--- src/rtl/cid_pkg.sv ---
// ---------------------------------------------------------------------------
// cid_pkg
// Shared definitions for the instruction store: the default RAM geometry
// used by the loader, the RAM and the program counter, the padding code
// written past the end of a program, and the loader state encoding.
// ---------------------------------------------------------------------------
package cid_pkg;

   localparam int ADDR_W_DEF = 4;
   localparam int DATA_W_DEF = 4;
   localparam logic [3:0] NOP_CODE_DEF = 4'h0;

   typedef enum logic [1:0] {
      IDLE,
      LOAD,
      PAD,
      DONE
   } load_state_t;

endpackage

--- src/rtl/program_loader.sv ---
// ---------------------------------------------------------------------------
// program_loader
// Write-side counterpart of the instruction store's fetch path. Takes a
// program as a valid/ready stream of instruction words, writes each word
// into instruction RAM at an auto-incrementing address, pads the rest of the
// RAM with NOP_CODE and then raises run_en so the fetch side starts only on
// a completely written program.
//
// Ports:
//   clk       system clock, rising edge
//   rst       synchronous active-high reset
//   load_req  single-cycle request to start a new load (IDLE or DONE only)
//   in_valid  source presents a word on in_data
//   in_data   instruction word
//   in_last   marks in_data as the final program word
//   in_ready  combinational; high exactly while loading words
//   wr_en     RAM write strobe (registered)
//   wr_addr   RAM write address (registered)
//   wr_data   RAM write data (registered)
//   run_en    fetch side may run (registered)
//   busy      load or pad in progress (registered)
//   prog_len  number of program words accepted
//   overflow  sticky; the program did not fit in the RAM
// ---------------------------------------------------------------------------
module program_loader
   import cid_pkg::*;
#(
   parameter int ADDR_W = ADDR_W_DEF,
   parameter int DATA_W = DATA_W_DEF,
   parameter logic [DATA_W-1:0] NOP_CODE = DATA_W'(NOP_CODE_DEF)
) (
   input  logic              clk,
   input  logic              rst,
   input  logic              load_req,
   input  logic              in_valid,
   input  logic [DATA_W-1:0] in_data,
   input  logic              in_last,
   output logic              in_ready,
   output logic              wr_en,
   output logic [ADDR_W-1:0] wr_addr,
   output logic [DATA_W-1:0] wr_data,
   output logic              run_en,
   output logic              busy,
   output logic [ADDR_W:0]   prog_len,
   output logic              overflow
);

   localparam int DEPTH = 2 ** ADDR_W;
   localparam logic [ADDR_W:0] LAST_PTR = (ADDR_W + 1)'(DEPTH - 1);

   load_state_t state;
   load_state_t next_state;

   // ptr carries one extra bit so it can reach DEPTH after the final write
   // without wrapping back onto address 0.
   logic [ADDR_W:0]   ptr;
   logic [ADDR_W:0]   ptr_nxt;
   logic              wr_en_nxt;
   logic [ADDR_W-1:0] wr_addr_nxt;
   logic [DATA_W-1:0] wr_data_nxt;
   logic              run_en_nxt;
   logic              busy_nxt;
   logic [ADDR_W:0]   prog_len_nxt;
   logic              overflow_nxt;
   logic              transfer;
   logic              at_end;

   assign at_end = (ptr == LAST_PTR);

   // State register.
   always_ff @(posedge clk) begin
      if (rst) begin
         state <= IDLE;
      end else begin
         state <= next_state;
      end
   end

   // Next-state logic. A word that lands on the last RAM address always
   // ends the load, whether it was marked last (exact fit) or not (overflow).
   always_comb begin
      next_state = state;
      case (state)
         IDLE: begin
            if (load_req) next_state = LOAD;
         end
         LOAD: begin
            if (transfer) begin
               if (at_end)       next_state = DONE;
               else if (in_last) next_state = PAD;
            end
         end
         PAD: begin
            if (at_end) next_state = DONE;
         end
         DONE: begin
            if (load_req) next_state = LOAD;
         end
         default: next_state = IDLE;
      endcase
   end

   // Output logic: the combinational ready plus the next values of every
   // registered output. run_en is only raised from inside DONE, so it comes
   // up one cycle after the final write strobe, once that write has landed.
   always_comb begin
      in_ready     = (state == LOAD);
      transfer     = in_valid && (state == LOAD);
      ptr_nxt      = ptr;
      wr_en_nxt    = 1'b0;
      wr_addr_nxt  = wr_addr;
      wr_data_nxt  = wr_data;
      run_en_nxt   = run_en;
      prog_len_nxt = prog_len;
      overflow_nxt = overflow;
      case (state)
         IDLE: begin
            if (load_req) begin
               ptr_nxt      = '0;
               prog_len_nxt = '0;
               overflow_nxt = 1'b0;
               run_en_nxt   = 1'b0;
            end
         end
         LOAD: begin
            if (transfer) begin
               wr_en_nxt    = 1'b1;
               wr_addr_nxt  = ptr[ADDR_W-1:0];
               wr_data_nxt  = in_data;
               ptr_nxt      = ptr + 1'b1;
               prog_len_nxt = prog_len + 1'b1;
               if (at_end && !in_last) overflow_nxt = 1'b1;
            end
         end
         PAD: begin
            wr_en_nxt   = 1'b1;
            wr_addr_nxt = ptr[ADDR_W-1:0];
            wr_data_nxt = NOP_CODE;
            ptr_nxt     = ptr + 1'b1;
         end
         DONE: begin
            run_en_nxt = 1'b1;
            if (load_req) begin
               run_en_nxt   = 1'b0;
               ptr_nxt      = '0;
               prog_len_nxt = '0;
               overflow_nxt = 1'b0;
            end
         end
         default: ;
      endcase
      busy_nxt = (next_state == LOAD) || (next_state == PAD);
   end

   // Datapath and output registers.
   always_ff @(posedge clk) begin
      if (rst) begin
         ptr      <= '0;
         wr_en    <= 1'b0;
         wr_addr  <= '0;
         wr_data  <= '0;
         run_en   <= 1'b0;
         busy     <= 1'b0;
         prog_len <= '0;
         overflow <= 1'b0;
      end else begin
         ptr      <= ptr_nxt;
         wr_en    <= wr_en_nxt;
         wr_addr  <= wr_addr_nxt;
         wr_data  <= wr_data_nxt;
         run_en   <= run_en_nxt;
         busy     <= busy_nxt;
         prog_len <= prog_len_nxt;
         overflow <= overflow_nxt;
      end
   end

endmodule

--- config.mk ---
export PLATFORM = sky130hd
export DESIGN_NAME = program_loader
export DESIGN_NICKNAME = d
export VERILOG_FILES = /design/src/rtl/cid_pkg.sv /design/src/rtl/program_loader.sv
export SDC_FILE = /design/constraint.sdc
export NUM_CORES = 1
export LEC_CHECK = 0
export BUFFER_PORTS_ARGS = -buffer_cell sky130_fd_sc_hd__buf_2
export CORE_MARGIN = 2
export CORE_UTILIZATION = 49
export CTS_CLUSTER_SIZE = 10
export DETAILED_ROUTE_END_ITERATION = 10
export MAX_ROUTING_LAYER = met4
export PLACE_DENSITY = 0.73
export SYNTH_ARGS = -nofsm -noshare
export SYNTH_HDL_FRONTEND = slang
export SYNTH_SLANG_ARGS = --single-unit
--- constraint.sdc ---
create_clock -name clk -period 4.51 [get_ports clk]
set_clock_uncertainty 0.15 [all_clocks]
set_input_delay 0.2255 -clock clk [delete_from_list [all_inputs] [get_ports clk]]
set_output_delay 0.2255 -clock clk [all_outputs]
set_load 0.1 [all_outputs]
## Word-level counts from Yosys, hierarchy flattened

Cells that the tools add are included.

| operators by class | value |
|---|---|
| $add $sub $neg | 2 |
| multiply operators | 0 |
| divide/modulo/power cells | 0 |
| order comparisons | 0 |
| equal/unequal tests | 10 |
| shifts and indexed selects | 0 |
| multiplexer cells | 23 |
| bitwise logic cells | 0 |
| reduce and logical (&&, ||, !) cells | 14 |

Operators by type and width:

| operator | count |
|---|---|
| $pmux W4 S2 | 2 |
| $mux W5 | 3 |
| $pmux W5 S3 | 1 |
| $add A5 B1 Y5 const B | 2 |
| $mux W2 | 5 |
| $pmux W5 S2 | 1 |
| $mux W4 | 2 |
| $eq A2 B2 Y1 const B | 3 |
| $ne A2 B1 Y1 const B | 3 |
| $pmux W1 S2 | 3 |
| $pmux W2 S3 | 1 |
| $reduce_and A2 Y1 | 3 |
| $reduce_bool A2 Y1 | 3 |
| $eq A5 B4 Y1 const B | 1 |
| $mux W1 | 5 |
| $eq A2 B1 Y1 const B | 2 |
| $reduce_and A4 Y1 | 1 |
| $reduce_and A3 Y1 | 1 |
| $logic_and A1 B1 Y1 | 2 |
| $logic_not A2 Y1 | 1 |
| $ne A2 B2 Y1 const B | 1 |
| $reduce_or A2 Y1 | 1 |
| $logic_not A1 Y1 | 1 |
| $logic_or A1 B1 Y1 | 1 |

| word-level totals | value |
|---|---|
| register bits | 24 |
| bits in latches | 0 |
| memory bits (writable) | 0 |
| bits in read-only memories | 0 |
| bits of input ports | 9 |
| output and inout port bits | 18 |
| word-level logic and storage cells | 58 |
| memories | 0 |

## Logic depth before layout (Yosys ltp)

Gate-level depths: netlist of the first run.

| depth | value |
|---|---|
| depth after elaboration | 6 |
| mapped depth | 7 |

## Worst setup path before layout of the first run

No wires, ideal clock.

| timing | value |
|---|---|
| path type | reg2reg |
| start | register state[1] |
| end | register busy |
| arrival time | 2233 ps |
| slack | 2053 ps |
| stages on the path, launching flop included | 6 |
| buffers on the path | 0 |
| clock period less this slack | 2457 ps |
| cell sequence | dfxtp_1 -> inv_1 -> ha_1 -> a32oi_1 -> or4b_1 -> a31oi_1 |

| on the way | value |
|---|---|
| longest elaborated chain between the ends | 6 |
| elaborated cells on any way between the ends | 15 |
| classes of those cells | eq/ne (5); mux (6); reduce/logical (4) |

RTL lines:

| element | line | source |
|---|---|---|
| start, declared | program_loader.sv:51 | `load_state_t state;` |
| start signal, assigned | program_loader.sv:75 | `state <= next_state;` |
| $eq A2 B1 Y1 (*) | - |  |
| net in_ready | program_loader.sv:38 | `output logic in_ready,` |
| $logic_and A1 B1 Y1 | program_loader.sv:108 | `transfer = in_valid && (state == LOAD);` |
| $mux W2 | program_loader.sv:88 | `if (transfer) begin` |
| $pmux W2 S3 (*) | program_loader.sv:83 | `case (state)` |
| $eq A2 B1 Y1 or $eq A2 B2 Y1 (tied branches) | program_loader.sv:152 | `busy_nxt = (next_state == LOAD) \|\| (next_state == PAD);` |
| $logic_or A1 B1 Y1 (*) | program_loader.sv:152 |  |
| end signal, assigned | program_loader.sv:172 | `busy <= busy_nxt;` |
| end, declared | program_loader.sv:43 | `output logic busy,` |

Mark *: on every way through the listed nets, which the timed path passes. The rest lies on a longest branch.
A chain may end at the register's enable or synchronous reset.

## Final worst setup path of the first run

| timing | value |
|---|---|
| start | register state[1] |
| end | register ptr[4] |

| on the way | value |
|---|---|
| longest elaborated chain between the ends | 4 |
| elaborated cells on any way between the ends | 10 |
| classes of those cells | eq/ne (5); mux (1); reduce/logical (4) |

RTL lines:

| element | line | source |
|---|---|---|
| $eq A2 B2 Y1 (tied with other cells) | program_loader.sv:116 | `case (state)` |
| $reduce_or A2 Y1 (no source line) or $logic_and A1 B1 Y1 (tied branches) | - |  |
| $ne A2 B1 Y1 (no source line) | - |  |
| $reduce_and A2 Y1 (no source line) | - |  |
| end signal, assigned | program_loader.sv:167 | `ptr <= ptr_nxt;` |
| end, declared | program_loader.sv:56 | `logic [ADDR_W:0] ptr;` |

Parallel ways exist; a longest one is shown, timed or not.

==> summary.md, run 1 <==
| Metric | Value |
|---|---|
| Met2 track utilization from global routing | `between 20% and 30%` |
| Antenna violation net count after detailed routing | `0` |
| I/O pins | `27` |
| Synthesized instance count | `approximately 130` |
| Relative max-transition margin | `approximately three fifths` |
| Clk sinks | `24` |
| Minimum clock period after layout | `about 2.3 ns` |
| HPWL after detailed placement | `around 1.7 mm` |
| Floorplan core area | `2410 um2` |
| Share of cells above drive strength 1 | `between 20 and 25%` |
| Cts bufs inserted | `3` |
| Master of the slowest instance on the critical path | `ha_1` |
| Setup bufs post-CTS | `0` |
| Count of flip-flops with a built-in enable after synthesis | `0` |
| Routed wire length | `approximately 2.4 mm` |
| Crit Path Category | `reg2reg` |
| Via count of the first global-routing pass | `856` |
| Worst Reg2Reg Path Length in Cells | `5` |
| End of the worst hold path | `wr_data[2]$_SDFFE_PP0P_` |
| Beginning of the worst hold path | `in_data[2]` |
| Async S/R FF share, synth | `0%` |
| Net count of the mapped netlist | `approximately 150` |
| GRT met3 Usage | `under 10%` |
| Remaining Overflow, GRT | `0` |
| Max-cap violation count | `0` |
| Number of placement rows | `18` |
| Global-route wire length before repair | `between 3 and 4 mm` |
| Total of flip-flops plus latches after synthesis | `24` |
| Total placed cells including tap cells | `approximately 180` |
| Count of unresolved DRC violations after routing | `0` |
| DR vias | `just under 1,000` |
| Type of the tightest min-delay check | `in2reg` |
| Maximum clock insertion buffer count | `2` |
| Total number of yosys warnings | `0` |
| Initial antenna violation count | `0` |
| Power after layout | `slightly above 0.7 mW` |
| CP endpoint kind | `flip-flop` |
| N_diodes | `0` |
| Gpl congestion | `0.829` |
| Leading register cell type out of synthesis | `dfxtp_1` |
| Count of instances resized after the clock tree is built | `0` |
| Design area | `~1400 um2` |
| Setup slack, reg-to-reg | `~2.2 ns` |
| Overall die height | `between 50 and 60 um` |
| First-pass iteration count of the detailed router | `4` |
| Nature of the critical path startpoint | `flip-flop` |
| Proportion of netlist area held by the largest area contributor | `around 39%` |
| Origin of the critical flop-to-flop path | `state[1]$_SDFF_PP0_` |
| Number of hold violations in the final report | `0` |
| GR Util All Layers | `about a fifth` |
| Cell type with the largest total area after synthesis | `dfxtp_1` |
| Reg2Reg Capture Point | `ptr[4]$_SDFFE_PP0P_` |
| Distinct cell type count after synthesis | `40` |
| Unrepaired setup endpoints after global routing | `no` |
| Library cell used as clock root buffer | `clkbuf_4` |
| Transition time at the pin with the least slew margin | `a little over 0.6 ns` |
| Total setup violations reported at the end of the flow | `0` |
| Avg Inst Size Synth | `between 9 and 10 um2` |
| Post-layout nets | `approximately 170` |
| Critical path fanouts, max | `17` |
| Achievable Freq | `between 400 and 500 MHz` |
| Die Width | `around 54 um` |
| Number of pins exceeding their max-slew limit in the final report | `0` |
| Worst setup timing slack at the placement stage | `around 2.3 ns` |
| Growth of design area from synthesis to finish | `15.0%` |
| Post-DR vias/cell | `5.29` |
| Placement Cell Area | `around 1300 um2` |
| Critical path data required time | `about 4.6 ns` |
| Clock Pin Slew Worst Setup and Hold Paths | `between 0.1 and 0.15 ns` |
| Number of cells on the worst hold path | `3` |
| # H-tree levels | `1` |
| Final critical-path setup slack | `about 2.2 ns` |
| Number of hold buffers added after cts | `2` |
| Worst setup path start | `state[1]$_SDFF_PP0_` |
| Overall die area | `about 2900 um2` |
| Number of DRC markers after the initial detailed-route iteration | `9` |
| Met1 track utilization from global routing | `26.1%` |
| Initial Util | `between 50% and 60%` |
| Power per Cell Area | `slightly above 500 nW/um2` |
| Count of input and output buffers | `26` |
| TritonCTS clock tree | `yes` |
| Pin count of the biggest net entering global routing | `18` |
| CP Cell Sequence | `inv_1 -> ha_1 -> nand2b_1 -> a31o_4 -> a311oi_1` |
| Clock network latency to the later pin of the worst-skew pair | `0.32 ns` |
| Final worst path period share | `just over 50%` |
| Number of inserted filler cells in the final layout | `about 210` |
| Leakage component of the power | `about 0.63 nW` |
| Post-route insts no fill | `around 190` |
| Run status | `finished, final reports clean` |
| Maximum cell stage delay along the critical path | `roughly 0.56 ns` |
| Average wire per cell in the routed design | `between 10 and 15 um` |
| Setup TNS Final | `0 ns` |
| Syn Std Cell Area | `between 1000 and 1500 um2` |
| Most crowded layer after global routing | `met2` |
| Seq/Total Area, Yosys | `about two fifths` |
| Synth top area cells | `dfxtp_1 39%, ha_1 7.2%, nor2_1 5.9%` |
| Peak supply drop | `slightly below 0.4 mV` |
| CP arrival | `between 2 and 2.5 ns` |
how the worst max path moves through the flow:
stage | end | slack, ns | depth (start not counted)
finish | ptr[4]$_SDFFE_PP0P_ | 2.22 | 5
global route | ptr[4]$_SDFFE_PP0P_ | 2.06 | 5
CTS | in_ready | 2.24 | 3
detailed placement | ptr[4]$_SDFFE_PP0P_ | 2.28 | 5
global placement | ptr[4]$_SDFFE_PP0P_ | 2.40 | 4
floorplan | busy$_SDFF_PP0_ | 2.05 | 5
metal layers:
metal | part of all wire, % | wire length (um) | up-vias
li1 | - | - | 513
met1 | 47 | 1130 | 452
met2 | 48 | 1150 | 22
met3 | 4.3 | 104 | 2
met4 | 0.50 | 12 | 0
met5 | 0 | 0 | -
cells by family (layout without fill, tap and decap cells):
group	Yosys count	after routing	synth area share, %
compound gates	30	30	17.8
xor+xnor	4	4	2.88
fa+ha+maj	7	7	7.19
buf+inv	11	37	6.27
flops	24	24	39.5
mux	5	5	4.11
simple gates	50	50	22.3
through the flow:
stage | hold WS, ns | util [%]
after floorplan | 0.224 | -
after global placement | 0.310 | 55.1
after detailed placement | 0.328 | 55.1
after CTS | 0.00336 | 58.1
after global routing | 0.0193 | 58.1
final | 0.00485 | 58.1
final cells by class:
type | instances | area [um2] | share of cell area, %
repair buffers | 28 | 150 | 10.7
clock buffers | 3 | 22.5 | 1.61
well taps | 30 | 37.5 | 2.68
clock inverters | 1 | 30.0 | 2.14
multi-input cells | 96 | 661 | 47.2
flip-flops and latches | 24 | 480 | 34.3
inverters | 5 | 18.8 | 1.34
cell usage in the layout, fill, tap and decap left out, types with 3 or more instances in the layout:
| cell type | synthesis | routed |
|---|---|---|
| nor2_1 | 19 | 19 |
| nand2_1 | 7 | 7 |
| ha_1 | 7 | 7 |
| clkbuf_4 | 0 | 3 |
| xor2_1 | 4 | 4 |
| a22oi_1 | 5 | 5 |
| dfxtp_1 | 24 | 24 |
| inv_1 | 4 | 4 |
| o21ai_0 | 3 | 3 |
| and3_1 | 3 | 3 |
| nor3b_1 | 3 | 3 |
| buf_2 | 0 | 26 |
| a21oi_1 | 12 | 12 |
| mux2i_1 | 5 | 5 |
| nand3_1 | 4 | 4 |
flip-flops by register name, summed over array words and instances, names as in the netlist:
register,flops
prog_len,5
ptr,5
wr_addr,4
wr_data,4
state,2
busy,1
overflow,1
run_en,1
wr_en,1
cell usage after synthesis, types with 3 or more instances:
library cell  number
dfxtp_1           24
nor2_1            19
a21oi_1           12
ha_1               7
nand2_1            7
a22oi_1            5
mux2i_1            5
inv_1              4
nand3_1            4
xor2_1             4
and3_1             3
nor3b_1            3
o21ai_0            3
critical path, delay by kind of cell, from the launching register on:
kind | cells | cell delay, ns
simple gates | 1 | 0.40
fa+ha+maj | 1 | 0.56
buf+inv | 1 | 0.12
flops | 1 | 0.36
compound gates | 2 | 0.62
power breakdown:
group,switching [mW],internal [mW]
registers,0.0172,0.233
clock network,0.0674,0.0899
logic,0.215,0.0810
total,0.300,0.404
Power figures use the tool's default switching activity.
==> run 2: changes to the inputs <==
- CORE_UTILIZATION: 49 -> 47
- clock period: 4.51 -> 2.1 ns (I/O delays scaled with it)
==> summary.md, run 2 (same netlist as run 1, synthesis figures left out) <==
| Metric | Value |
|---|---|
| Run status | `finished, final reports clean` |
| Clock Pin Slew Worst Setup and Hold Paths | `0.13 ns` |
| Post-layout nets | `approximately 180` |
| Power after layout | `1.61 mW` |
| Critical path data required time | `roughly 2.2 ns` |
| Leakage component of the power | `0.668 nW` |
| Via count of the first global-routing pass | `921` |
| # H-tree levels | `1` |
| Sequential cell area | `just under 500 um2` |
| Type of the tightest min-delay check | `in2reg` |
| Total setup violations reported at the end of the flow | `0` |
| First-pass iteration count of the detailed router | `4` |
| Design area | `1500 um2` |
| Final critical-path setup slack | `roughly 0.11 ns` |
| Number of pins exceeding their max-slew limit in the final report | `0` |
| Leading cell types in the layout, fill and taps excluded | `26 x buf_2, 21 x dfxtp_1, 19 x nor2_1` |
| I/O pins | `27` |
| Routed wire length | `around 2.6 mm` |
| Global-route wire length before repair | `4.00 mm` |
| Crit Path Category | `reg2reg` |
| Overall die height | `roughly 55 um` |
| Relative max-transition margin | `around two thirds` |
| Floorplan core area | `~2500 um2` |
| Average wire per cell in the routed design | `roughly 13 um` |
| Minimum clock period after layout | `1.99 ns` |
| Cts bufs inserted | `3` |
| Number of inserted filler cells in the final layout | `around 210` |
| Final hold slack | `~0.016 ns` |
| N_diodes | `0` |
| TritonCTS clock tree | `yes` |
| Transition time at the pin with the least slew margin | `a little under 0.5 ns` |
| Initial antenna violation count | `0` |
| Count of unresolved DRC violations after routing | `0` |
| Gpl congestion | `slightly below 0.8` |
| Unrepaired setup endpoints after global routing | `no` |
| Overall die area | `about 3000 um2` |
| Peak supply drop | `slightly above 0.7 mV` |
| Achievable Freq | `between 500 and 600 MHz` |
| Clock network latency to the later pin of the worst-skew pair | `0.33 ns` |
| Max-cap violation count | `0` |
| Critical path fanouts, max | `4` |
| Number of DRC markers after the initial detailed-route iteration | `30` |
| Leading cell type in the layout, fill and taps excluded | `buf_2` |
| Final worst path period share | `94.7%` |
| Antenna violation net count after detailed routing | `0` |
| Nature of the critical path startpoint | `flip-flop` |
| Pin count of the biggest net entering global routing | `18` |
| Registers with the most flip-flops | `prog_len x5, ptr x5` |
| HPWL after detailed placement | `between 1.5 and 2 mm` |
| DR vias | `approximately 1,100` |
| Combined area of the multi-input logic cells | `688 um2` |
| Post-DR vias/cell | `5.39` |
| GR Util All Layers | `19.5%` |
| CP endpoint kind | `flip-flop` |
| Worst setup timing slack at the placement stage | `roughly 0.04 ns` |
| CP arrival | `2.10 ns` |
| Number of placement rows | `18` |
| Placement Cell Area | `about 1300 um2` |
| Count of input and output buffers | `26` |
| Share of cells above drive strength 1 | `approximately 30%` |
| Initial Util | `between 40% and 50%` |
| Maximum clock insertion buffer count | `2` |
| Number of hold violations in the final report | `0` |
| Growth of design area from synthesis to finish | `23.1%` |
| Die Width | `roughly 55 um` |
| Clk sinks | `24` |
| Power per Cell Area | `between 1000 and 1500 nW/um2` |
| Library cell used as clock root buffer | `clkbuf_4` |
| Setup TNS Final | `0 ns` |
| Remaining Overflow, GRT | `0` |
==> run 2: cell types whose count changed in the layout (fill, tap and decap cells not counted), sizes merged <==
cell | before | now
buf | 26 | 32
dlygate4sd3 | 2 | 4
==> run 2: final cells by class <==
| cell class | count | share of cell area, % |
|---|---|---|
| tap | 30 | 2.50 |
| clock buffer | 3 | 1.50 |
| multi-input combinational | 96 | 45.9 |
| timing repair buffer | 36 | 14.4 |
| sequential | 24 | 32.5 |
| clock inverter | 1 | 2.00 |
| inverter | 5 | 1.25 |
==> run 2: worst paths after layout <==
path                                                from                       end  slack, ns  depth (start not counted)
worst max-delay path                 ptr[1]$_SDFFE_PP0P_           busy$_SDFF_PP0_       0.11                          6
worst min-delay path                            load_req       run_en$_SDFFE_PP0P_       0.02                          4
worst max register to register       ptr[1]$_SDFFE_PP0P_           busy$_SDFF_PP0_       0.11                          6
worst min register to register  prog_len[4]$_SDFFE_PP0P_  prog_len[4]$_SDFFE_PP0P_       0.36                          2
==> run 2: metrics by stage <==
stage          utilization [%]  cells
2_1_floorplan                -    131
3_3_place_gp              54.8    183
3_5_place_dp              54.8    183
4_1_cts                   58.6    191
5_1_grt                   61.1    195
6_report                  61.1    195
==> run 2: repair_timing <==
item / 4_1_cts / 5_1_grt
setup endpoints to repair: 0 / 4
hold endpoints to repair: 9 / 0
setup buffers: 0 / 4
hold buffers: 4 / 0
resized for setup: 0 / 8
==> run 2: critical path, stage by stage (launching register included) <==
cell,delay [ns]
dfxtp_1,0.38
ha_1,0.20
and3_1,0.19
ha_2,0.20
a31oi_4,0.18
or4b_1,0.46
a31oi_1,0.17
==> run 2: where the power goes <==
group	switching, mW	internal (mW)	leakage [nW]
clock network	0.146	0.193	0.0279
logic	0.487	0.239	0.444
registers	0.0390	0.508	0.196
total	0.672	0.940	0.668
==> run 2: routing by layer <==
| metal | part of all wire, % | global-route usage [%] | wire length [um] |
|---|---|---|---|
| met5 | 0 | - | 0 |
| met4 | 1.8 | 11.0 | 48 |
| met3 | 3.4 | 2.42 | 88 |
| met2 | 49 | 32.3 | 1290 |
| met1 | 45 | 22.7 | 1180 |
